### config.mk
export PLATFORM = sky130hd
export DESIGN_NAME = mem_arbiter
export DESIGN_NICKNAME = d
export VERILOG_FILES = /design/src/rtl/mem_arbiter_pkg.sv /design/src/rtl/mem_align_chk.sv /design/src/rtl/mem_arbiter.sv
export SDC_FILE = /design/constraint.sdc
export NUM_CORES = 1
export LEC_CHECK = 0
export ABC_AREA = 1
export CELL_PAD_IN_SITES_DETAIL_PLACEMENT = 1
export CELL_PAD_IN_SITES_GLOBAL_PLACEMENT = 1
export CORE_MARGIN = 5
export CORE_UTILIZATION = 26
export CTS_CLUSTER_SIZE = 28
export DETAILED_ROUTE_END_ITERATION = 16
export PLACE_DENSITY = 0.8
export SLEW_MARGIN = 20
export SYNTH_ARGS = -nofsm -noshare
export SYNTH_HDL_FRONTEND = slang
export SYNTH_SLANG_ARGS = --single-unit
### constraint.sdc
create_clock -name Clk -period 1.5 [get_ports Clk]
set_input_delay 0.375 -clock Clk [delete_from_list [all_inputs] [get_ports Clk]]
set_output_delay 0.375 -clock Clk [all_outputs]
set_load 0.02 [all_outputs]
### src/rtl/mem_arbiter_pkg.sv
// rtl/mem_arbiter_pkg.sv - state, access-size and timeout encodings shared by mem_arbiter
package mem_arbiter_pkg;

    localparam logic [1:0] ST_IDLE    = 2'd0;
    localparam logic [1:0] ST_ACCESS  = 2'd1;
    localparam logic [1:0] ST_RELEASE = 2'd2;
    localparam logic [1:0] ST_FAULT   = 2'd3;

    localparam logic [1:0] SIZE_BYTE  = 2'd0;
    localparam logic [1:0] SIZE_HALF  = 2'd1;
    localparam logic [1:0] SIZE_WORD  = 2'd2;
    localparam logic [1:0] SIZE_DWORD = 2'd3;

    localparam int TIMEOUT_CYCLES_DEF = 16;

endpackage

### src/rtl/mem_align_chk.sv
// rtl/mem_align_chk.sv - flags an address that is not naturally aligned for its access size
module mem_align_chk
    import mem_arbiter_pkg::*;
(
    input  logic [2:0] addr,
    input  logic [1:0] size,
    output logic       misaligned
);

    always_comb begin
        misaligned = 1'b0;
        case (size)
            SIZE_BYTE:  misaligned = 1'b0;
            SIZE_HALF:  misaligned = addr[0];
            SIZE_WORD:  misaligned = |addr[1:0];
            SIZE_DWORD: misaligned = |addr[2:0];
        endcase
    end

endmodule

### src/rtl/mem_arbiter.sv
// rtl/mem_arbiter.sv - round-robin fetch/load-store arbiter onto an MFA/MFC memory handshake
// Define MEM_ARB_TIMEOUT_EN to abort accesses whose MFC never arrives.
module mem_arbiter
    import mem_arbiter_pkg::*;
#(
    parameter int TIMEOUT_CYCLES = TIMEOUT_CYCLES_DEF
) (
    input  logic        Clk,
    input  logic        Reset,
    input  logic        IF_REQ,
    input  logic [31:0] IF_ADDR,
    output logic        IF_ACK,
    output logic [31:0] IF_RDATA,
    input  logic        LS_REQ,
    input  logic        LS_WR,
    input  logic [1:0]  LS_SIZE,
    input  logic [31:0] LS_ADDR,
    input  logic [31:0] LS_WDATA,
    output logic        LS_ACK,
    output logic [31:0] LS_RDATA,
    output logic        MFA,
    input  logic        MFC,
    output logic [31:0] MEM_ADDR,
    output logic [31:0] MEM_WDATA,
    output logic        MEM_RW,
    output logic [1:0]  MEM_SIZE,
    input  logic [31:0] MEM_RDATA,
    output logic        ALIGN_ERR,
    output logic        MEM_TIMEOUT
);

    if (TIMEOUT_CYCLES < 1) begin : g_bad_timeout
        $error("TIMEOUT_CYCLES must be at least 1");
    end

    logic [1:0]  state_q, state_d;
    logic        grant_ls_q, grant_ls_d;
    logic        rr_ls_q, rr_ls_d;
    logic [31:0] addr_q, addr_d, wdata_q, wdata_d;
    logic        rw_q, rw_d;
    logic [1:0]  size_q, size_d;
    logic        if_ack_q, if_ack_d, ls_ack_q, ls_ack_d, align_err_q, align_err_d;
    logic [31:0] if_rdata_q, if_rdata_d, ls_rdata_q, ls_rdata_d;
    logic        pick_ls, misaligned, timeout_hit;

    // LS wins when alone or when the round-robin pointer favours it on a tie
    assign pick_ls = LS_REQ && (!IF_REQ || rr_ls_q);

    mem_align_chk u_align (
        .addr       (pick_ls ? LS_ADDR[2:0] : IF_ADDR[2:0]),
        .size       (pick_ls ? LS_SIZE : SIZE_WORD),
        .misaligned (misaligned)
    );

`ifdef MEM_ARB_TIMEOUT_EN
    localparam int CNT_W = $clog2(TIMEOUT_CYCLES) + 1;
    logic [CNT_W-1:0] cnt_q;
    logic             timeout_q, timeout_d;

    assign timeout_hit = (cnt_q == CNT_W'(TIMEOUT_CYCLES - 1));
    assign MEM_TIMEOUT = timeout_q;

    always_ff @(posedge Clk or negedge Reset) begin
        if (!Reset) begin
            cnt_q     <= '0;
            timeout_q <= 1'b0;
        end else begin
            cnt_q     <= (state_q == ST_ACCESS && state_d == ST_ACCESS) ? cnt_q + CNT_W'(1) : '0;
            timeout_q <= timeout_d;
        end
    end
`else
    assign timeout_hit = 1'b0;
    assign MEM_TIMEOUT = 1'b0;
`endif

    always_comb begin
        state_d     = state_q;
        grant_ls_d  = grant_ls_q;
        rr_ls_d     = rr_ls_q;
        addr_d      = addr_q;
        wdata_d     = wdata_q;
        rw_d        = rw_q;
        size_d      = size_q;
        if_rdata_d  = if_rdata_q;
        ls_rdata_d  = ls_rdata_q;
        if_ack_d    = 1'b0;
        ls_ack_d    = 1'b0;
        align_err_d = 1'b0;
`ifdef MEM_ARB_TIMEOUT_EN
        timeout_d   = 1'b0;
`endif
        case (state_q)
            ST_IDLE: begin
                // A lingering MFC (e.g. across a reset) must fall before a new grant
                if ((IF_REQ || LS_REQ) && !MFC) begin
                    grant_ls_d = pick_ls;
                    rr_ls_d    = !pick_ls;
                    addr_d     = pick_ls ? LS_ADDR : IF_ADDR;
                    wdata_d    = pick_ls ? LS_WDATA : wdata_q;
                    rw_d       = pick_ls && LS_WR;
                    size_d     = pick_ls ? LS_SIZE : SIZE_WORD;
                    if (misaligned) begin
                        state_d     = ST_FAULT;
                        if_ack_d    = !pick_ls;
                        ls_ack_d    = pick_ls;
                        align_err_d = 1'b1;
                    end else begin
                        state_d = ST_ACCESS;
                    end
                end
            end
            ST_ACCESS: begin
                if (MFC) begin
                    state_d  = ST_RELEASE;
                    if_ack_d = !grant_ls_q;
                    ls_ack_d = grant_ls_q;
                    if (!rw_q) begin
                        if (grant_ls_q) ls_rdata_d = MEM_RDATA;
                        else            if_rdata_d = MEM_RDATA;
                    end
                end else if (timeout_hit) begin
                    state_d  = ST_RELEASE;
                    if_ack_d = !grant_ls_q;
                    ls_ack_d = grant_ls_q;
`ifdef MEM_ARB_TIMEOUT_EN
                    timeout_d = 1'b1;
`endif
                end
            end
            ST_RELEASE: if (!MFC) state_d = ST_IDLE;
            default:    state_d = ST_IDLE;
        endcase
    end

    always_ff @(posedge Clk or negedge Reset) begin
        if (!Reset) begin
            state_q     <= ST_IDLE;
            grant_ls_q  <= 1'b0;
            rr_ls_q     <= 1'b1;
            addr_q      <= '0;
            wdata_q     <= '0;
            rw_q        <= 1'b0;
            size_q      <= SIZE_WORD;
            if_rdata_q  <= '0;
            ls_rdata_q  <= '0;
            if_ack_q    <= 1'b0;
            ls_ack_q    <= 1'b0;
            align_err_q <= 1'b0;
        end else begin
            state_q     <= state_d;
            grant_ls_q  <= grant_ls_d;
            rr_ls_q     <= rr_ls_d;
            addr_q      <= addr_d;
            wdata_q     <= wdata_d;
            rw_q        <= rw_d;
            size_q      <= size_d;
            if_rdata_q  <= if_rdata_d;
            ls_rdata_q  <= ls_rdata_d;
            if_ack_q    <= if_ack_d;
            ls_ack_q    <= ls_ack_d;
            align_err_q <= align_err_d;
        end
    end

    assign MFA       = (state_q == ST_ACCESS);
    assign MEM_ADDR  = addr_q;
    assign MEM_WDATA = wdata_q;
    assign MEM_RW    = rw_q;
    assign MEM_SIZE  = size_q;
    assign IF_ACK    = if_ack_q;
    assign LS_ACK    = ls_ack_q;
    assign IF_RDATA  = if_rdata_q;
    assign LS_RDATA  = ls_rdata_q;
    assign ALIGN_ERR = align_err_q;

endmodule
# Word-level counts from Yosys, hierarchy flattened
# Index checks and enable logic that the tools add are counted.
# Widths: inputs -> output; s select.
dict set report totals {
  reg_bits 138
  input_bits 136
  output_inout_bits 136
  word_cells 60
}
dict set report op_classes {
  n_eq_ne 8
  mux 20
  n_bitwise 2
  n_reduce_logical 18
}
# op count
set op_table {}
lappend op_table {{$mux 32} 1}
lappend op_table {{$mux 2} 5}
lappend op_table {{$mux 1} 9}
lappend op_table {{$reduce_and 4->1} 2}
lappend op_table {{$eq 2x2->1 const B} 3}
lappend op_table {{$pmux 2 s3} 1}
lappend op_table {{$reduce_and 3->1} 2}
lappend op_table {{$eq 2x1->1 const B} 2}
lappend op_table {{$logic_not 1->1} 4}
lappend op_table {{$logic_not 2->1} 2}
lappend op_table {{$ne 2x2->1 const B} 2}
lappend op_table {{$pmux 1 s2} 2}
lappend op_table {{$pmux 1 s4} 1}
lappend op_table {{$logic_and 1x1->1} 3}
lappend op_table {{$mux 3} 1}
lappend op_table {{$reduce_or 3->1} 1}
lappend op_table {{$logic_or 1x1->1} 2}
lappend op_table {{$ne 2x1->1 const B} 1}
lappend op_table {{$not 1->1} 2}
lappend op_table {{$reduce_and 2->1} 1}
lappend op_table {{$reduce_or 2->1} 1}

# Longest topological paths before layout
# Gate-level depths: netlist of run 1.
dict set report depth {
  ltp_word 9
  ltp_mapped 10
}

# Cells and area by module
# From an unflattened synthesis of run 1, not the netlist that was laid out.
dict set report unflattened {
  hier_cells 688
  area_unflattened_um2 5778.0
}
# mod n_inst cells_each area_per_inst_um2
set by_module_without_submodules {}
lappend by_module_without_submodules {mem_arbiter 1 680 5748.0}
lappend by_module_without_submodules {mem_align_chk 1 8 30.0}

# Worst setup path before layout of run 1
# OpenSTA, ideal clock, no wires.
dict set report synth_timing {
  kind {register -> register}
  from {reg state_q[1]}
  to {reg addr_q[17] (netlist: MEM_ADDR[17])}
  setup_time_ns 0.124
  arrival_time_ns 1.281
  required_ns 1.376
  path_slack_ns 0.095
  path_stages_with_launch 8
  n_path_buf 2
  path_cell_list {dfrtp_1 > or2_4 > nor2_8 > inv_2 > buf_4 > buf_6 > nand2_1 > nand3_1}
}
dict set report synth_via {
  elab_chain_cells 2
}
# element line_no
set synth_lines {}
lappend synth_lines {{from (decl)} mem_arbiter.sv:36} ;# logic [1:0] state_q, state_d;
lappend synth_lines {{from (signal assigned)} mem_arbiter.sv:151} ;# state_q <= state_d;
lappend synth_lines {{$logic_not 2->1} mem_arbiter.sv:93} ;# case (state_q)
lappend synth_lines {{$reduce_and 2->1 (no source line)} n/a}
lappend synth_lines {{to (signal assigned)} mem_arbiter.sv:154} ;# addr_q <= addr_d;
lappend synth_lines {{to (decl)} mem_arbiter.sv:39} ;# logic [31:0] addr_q, addr_d, wdata_q, wdata_d;
# No other way between the ends.
# A chain may end at the register's enable or synchronous reset.

# Final worst setup path of run 1
dict set report layout_timing {
  from {reg rr_ls_q}
  to {reg addr_q[24] (netlist: MEM_ADDR[24])}
}
dict set report layout_via {
  elab_chain_cells 3
}
# element line_no
set layout_lines {}
lappend layout_lines {{from (decl)} mem_arbiter.sv:38} ;# logic rr_ls_q, rr_ls_d;
lappend layout_lines {{from (signal assigned)} mem_arbiter.sv:153} ;# rr_ls_q <= rr_ls_d;
lappend layout_lines {{$logic_or 1x1->1} mem_arbiter.sv:47} ;# assign pick_ls = LS_REQ && (!IF_REQ || rr_ls_q);
lappend layout_lines {{$logic_and 1x1->1} mem_arbiter.sv:47}
lappend layout_lines {{$mux 32} mem_arbiter.sv:99} ;# addr_d = pick_ls ? LS_ADDR : IF_ADDR;
# No other way between the ends.

==> flow_metrics.tcl, run 1 <==
set metrics [dict create \
    r2r_start "rr_ls_q" \
    p_per_area_nw_per_um2 1950 \
    globalplace.congestion 0.801 \
    rsz0062_at_grt "yes" \
    synth_warnings 0 \
    clkLatencyLatePin_ps 420 \
    cp_top_family "buffers and inverters" \
    cp-endpoint "MEM_ADDR[24]" \
    h-tree-depth 4 \
    ios 272 \
    ys_top_cells_by_count "279 x nand2_1, 136 x dfrtp_1, 65 x o21ai_0" \
    crit_type "reg2reg" \
    violations "setup timing" \
    cp.buffers_inverters 5 \
    die_h_um 155 \
    viasPerCell 4.54 \
    syn_nets 747 \
    grt_max_degree 65 \
    die_x_um 155 \
    ys_types 23 \
    synth-seq-cells 138 \
    ff2ff_setup_slack_ps -130 \
    final_nets 1067 \
    slowest_delay_ps 530 \
    wl_mm 24.3 \
    setup_viol 66 \
    timing.setup.tns_ps -3600 \
    cp.arrival_ps 1970 \
    dp.cells 1158 \
    startpoint_type "flip-flop" \
    min_period_ps 1630 \
    grt_first_pass_wirelength_mm 34.4 \
    synth-seq-area-share 0.630 \
    synth_edf_count 0 \
    antenna_found_initial 0 \
    cts_made_buffers 17 \
    yosys-top-cells-area "dfrtp_1 62%, nand2_1 19%, o21ai_0 5.9%, nand3_1 3.2%, inv_1 3.0%" \
    grt_usage 0.182 \
    leakage_nw 5.05 \
    avgSynthCellArea_um2 8.98 \
    final_max_slew_viol_count 0 \
    vdd_drop_max_uv 883 \
    core_area_um2 20900 \
    drtAntennaViolNets 0 \
    fin_ws_ps -126 \
    grt_overflow 0 \
    ys.flop_type "dfrtp_1" \
    drt_iter0_drc 213 \
    status "complete, but fails checks" \
    route.detailed.drc 0 \
    diodes 0 \
    fillers 2368 \
    final_layout_size_suffix_gt1_frac 0.329 \
    synthesis.area_um2 5490 \
    cap_violations 0 \
    via_count 5537 \
    cp.required_ps 1850 \
    synth_top_area_cell "dfrtp_1" \
    critPathMaxFanout 7 \
    max_freq_mhz 615 \
    pre_cts_slack_ps -445 \
    cp_common_cell "inv_1" \
    cts-root-buf "clkbuf_16" \
    ys_async_sr_fraction 1.00 \
    dr.pass1.iters 4 \
    critPathLaunch "rr_ls_q" \
    die_area_um2 24100 \
    hpwl_mm 14.9 \
    yosysTopAreaCellShare 0.620 \
    numPortBuffers 270 \
    hp-class "in2async" \
    crit_cells 10 \
    cp-end-kind "flip-flop" \
    initial_core_util 0.263 \
    cts_tree "yes" \
    reg2reg_depth 10 \
    avgRoutedWirePerCell_um 19.9 \
    floorplan.rows 53 \
    clkTransAtPathRegs_ps 60 \
    fin_skew_ps 9.09 \
    postSynthCellCount 611 \
    crit_slowest_cell "dfstp_2" \
    period_share 1.08 \
    clockBufferDepth 2 \
    synth_most_common_cell "nand2_1" \
    area_growth_pct 82.7 \
    clkSinkCount 138 \
    hold_viol 0 \
    grt_pass1_vias 6059 \
    path_cells "inv_1, nand2_1, nand2_2, inv_1, nand2_8, inv_16, buf_12, buf_16, nand2_4, nand3_2" \
    regToRegEndpoint "MEM_ADDR[24]" \
    layout.cells.non_filler 1219 \
]
==> worst register-to-register path: cells and delay by family (launching register included) <==
family | cells | cell delay (ps)
flip-flops | 1 | 530
buffers and inverters | 5 | 600
AND/OR/NAND/NOR | 5 | 420
==> routing by layer <==
metal / global-route usage / part of all wire
met3: 0.0779 / 0.10
met2: 0.305 / 0.49
met5: 0 / 0
met4: 0.0650 / 0.028
met1: 0.209 / 0.38
==> state kept, by name (all words and copies together), names as in the netlist <==
name and cells:
IF_RDATA 32, LS_RDATA 32, MEM_ADDR 32, MEM_WDATA 32
MEM_SIZE 2, state_q 2, ALIGN_ERR 1, IF_ACK 1
LS_ACK 1, MEM_RW 1, grant_ls_q 1, rr_ls_q 1
==> report_power, final <==
part | leakage [nW] | switching [mW] | internal, mW
clock | 0.266 | 1.74 | 2.39
combinational | 3.05 | 5.31 | 3.69
sequential | 1.74 | 1.01 | 5.43
total | 5.05 | 8.06 | 11.5
==> worst min-delay path by stage <==
stage | startpoint | end | slack [ps] | depth (start not counted)
4_1_cts | Reset | MEM_ADDR[17] | 420 | 2
3_5_place_dp | Reset | MEM_WDATA[25] | 300 | 1
3_3_place_gp | Reset | MEM_ADDR[17] | 300 | 1
2_1_floorplan | Reset | ALIGN_ERR | 80 | 0
6_report | Reset | MEM_ADDR[29] | 440 | 2
5_1_grt | Reset | MEM_WDATA[25] | 440 | 2
==> area by class of cell <==
| class | instances | area, µm² | share of cell area |
|---|---|---|---|
| timing repair inverter | 4 | 50.0 | 0.00499 |
| clock buffer | 20 | 457 | 0.0456 |
| timing repair buffer | 326 | 3270 | 0.326 |
| tap | 275 | 344 | 0.0343 |
| sequential | 138 | 3460 | 0.345 |
| inverter | 47 | 213 | 0.0212 |
| multi-input combinational | 397 | 2120 | 0.211 |
| clock inverter | 12 | 116 | 0.0116 |
==> per-stage QoR <==
stage               cell area (µm²)  hold slack, ps  utilization  total power [mW]
floorplan                      5490            79.4            -              10.4
global placement               8730             305        0.418              15.0
detailed placement             8730             304        0.418              15.3
CTS                            9860             424        0.472              19.4
global route                  10000             438        0.480              20.7
finish                        10000             438        0.480              19.6
==> repair_timing <==
item	in CTS	in global routing
pin swaps	3	11
endpoints found under the setup margin	198	133
hold buffers	1	0
gates cloned	10	4
gates resized for setup	387	181
endpoints found under the hold margin	25	0
setup buffers	10	9
==> placed cells by master, fill, tap and decap left out, drive strengths merged <==
cell type and count:
conb 1, buf 63, a21oi 1, nand4 2, nand3b 2, or2 1, o21ai 72, dlygate4sd3 1
bufinv 1, nor2 3, clkdlybuf4s15 71, clkdlybuf4s50 134, clkinvlp 5, dfrtp 136, nand3 35, inv 51
nand2 280, dfstp 2, clkbuf 77, clkinv 6
==> cell families after synthesis <==
kind of cell           after synthesis  share of synthesized area
and+or+nand+nor                    323                      0.240
DFF                                138                      0.630
buffers and inverters               76                     0.0622
AOI/OAI and AO/OA                   73                     0.0673
other                                1                   0.000683
No activity file was read; power rests on OpenSTA's default activity.
==> inputs of run 2 (changes only) <==
--- a/config.mk
+++ b/config.mk
@@ -8,11 +8,12 @@
 export ABC_AREA = 1
 export CELL_PAD_IN_SITES_DETAIL_PLACEMENT = 1
 export CELL_PAD_IN_SITES_GLOBAL_PLACEMENT = 1
-export CORE_MARGIN = 5
-export CORE_UTILIZATION = 26
+export CORE_MARGIN = 2
+export CORE_UTILIZATION = 29
+export CTS_CLUSTER_DIAMETER = 150
 export CTS_CLUSTER_SIZE = 28
 export DETAILED_ROUTE_END_ITERATION = 16
-export PLACE_DENSITY = 0.8
+export PLACE_DENSITY = 0.84
 export SLEW_MARGIN = 20
 export SYNTH_ARGS = -nofsm -noshare
 export SYNTH_HDL_FRONTEND = slang
==> constraint.sdc (replaced) <==
create_clock -name Clk -period 1.85 [get_ports Clk]
set_input_delay 0.4625 -clock Clk [delete_from_list [all_inputs] [get_ports Clk]]
set_output_delay 0.4625 -clock Clk [all_outputs]
set_load 0.02 [all_outputs]
==> flow_metrics.tcl, run 2 (synthesized netlist as in run 1, its figures left out) <==
set metrics [dict create \
    fin_util 0.488 \
    vdd_drop_max_uv 653 \
    min_period_ps 1820 \
    period_share 0.982 \
    final_layout_size_suffix_gt1_frac 0.0770 \
    viasPerCell 4.52 \
    h-tree-depth 4 \
    holdWs_ps 472 \
    max_freq_mhz 550 \
    layout.cells.non_filler 1143 \
    clkPwrFrac 0.237 \
    final_common_cell "nand2_1" \
    p_int_mw 8.88 \
    maxSlewHeadroom 0.631 \
    crit_type "reg2out" \
    cp.buffers_inverters 1 \
    route.detailed.drc 0 \
    startpoint_type "flip-flop" \
    final_nets 1032 \
    die_area_um2 20000 \
    floorplan.rows 50 \
    cts_made_buffers 17 \
    p_per_area_nw_per_um2 1620 \
    core_area_um2 18600 \
    reg2reg_depth 6 \
    globalplace.congestion 0.765 \
    min_path_cells 2 \
    clkSinkCount 138 \
    crit_cells 1 \
    tightest_slew_ps 553 \
    die_h_um 142 \
    post_cts_buffers 0 \
    ios 272 \
    cap_violations 0 \
    hp-class "reg2reg" \
    drt_iter0_drc 188 \
    initial_core_util 0.294 \
    wl_mm 18.6 \
    cp.required_ps 1390 \
    via_count 5169 \
    final_max_slew_viol_count 0 \
    diodes 0 \
    fin_skew_ps 10.9 \
    cp-end-kind "output pin" \
    grt_overflow 0 \
    combPwrFrac 0.416 \
    final_cell_mix "279 x nand2_1, 136 x dfrtp_1, 136 x clkdlybuf4s50_1" \
    p_seq_frac 0.347 \
    clkLatencyLatePin_ps 420 \
    status "finished clean" \
    dp.cells 1110 \
    cts-root-buf "clkbuf_16" \
    p_switching_mw 5.86 \
    cp_top_family "buffers and inverters" \
    setup_viol 0 \
    drtAntennaViolNets 0 \
    hpwl_mm 13.7 \
    switching_share 0.397 \
    critPathMaxFanout 2 \
    numPortBuffers 270 \
    clockBufferDepth 2 \
    hold_viol 0 \
    antenna_found_initial 0 \
    cts_tree "yes" \
    grt_pass1_vias 5537 \
    area_growth_pct 65.8 \
    avgRoutedWirePerCell_um 16.2 \
    crit_slowest_cell "clkdlybuf4s50_1" \
    clkTransAtPathRegs_ps 60 \
    leakage_nw 4.77 \
    rsz0062_at_grt "no" \
    slowest_delay_ps 610 \
    grt_first_pass_wirelength_mm 29.2 \
    grt_max_degree 65 \
    grt_usage 0.187 \
    path_cells "clkdlybuf4s50_1" \
    dr.pass1.iters 4 \
    cp.arrival_ps 1350 \
    die_x_um 142 \
]
-- run 2: cell count changes in the layout (fill, tap and decap cells not counted), sizes merged --
cell,change
buf,-38
bufinv,+1
clkbuf,-59
clkdlybuf4s15,-70
clkdlybuf4s50,+2
clkinv,-2
clkinvlp,-3
dlygate4sd2,+129
dlymetal6s2s,+3
inv,+2
-- run 2: through the flow --
stage               worst slack [ps]  power [mW]  TNS (ps)  instance area, µm²
floorplan                        445        8.40         0                5490
global placement                -135        12.1     -4330                8640
detailed placement              -230        12.3     -6710                8640
CTS                             3.22        15.0         0                9090
global route                   0.249        15.7         0                9100
finish                          33.2        14.7         0                9100
-- run 2: per-layer routing --
layer  global-route usage  share of wire
met2                0.311           0.47
met4               0.0568          0.015
met1                0.217           0.40
met3               0.0874           0.11
met5                    0              0
-- run 2: repair_timing --
action | CTS | global route
cloned | 0 | 0
setup endpoints to repair | 130 | 3
hold buffers | 1 | 0
hold endpoints to repair | 42 | 0
gates resized for setup | 132 | 3
-- run 2: worst paths after layout --
path	to	slack (ps)	start
min in group asynchronous	LS_RDATA[13]	540	Reset
worst max-delay path	MEM_ADDR[14]	30	MEM_ADDR[14]
worst max register to register	MEM_ADDR[23]	120	state_q[1]
max in group asynchronous	MEM_SIZE[1]	690	Reset
worst min-delay path	MEM_SIZE[0]	470	MEM_SIZE[0]
worst min register to register	MEM_SIZE[0]	470	MEM_SIZE[0]
-- run 2: area by class of cell --
type | count | area [µm²]
clock buffers | 18 | 439
fillers | 2161 | 9550
inverters | 47 | 179
flip-flops and latches | 138 | 3460
well taps | 234 | 293
clock inverters | 14 | 161
multi-input cells | 397 | 1690
repair buffers | 295 | 2880
-- run 2: power groups by stage --
stage	Combinational, mW	Clock (mW)	Sequential [mW]
after detailed placement	7.12	0	5.21
after CTS	6.24	3.60	5.14
final	6.12	3.49	5.12
after floorplan	1.62	0	6.78
after global routing	6.69	3.69	5.29
after global placement	6.95	0	5.15
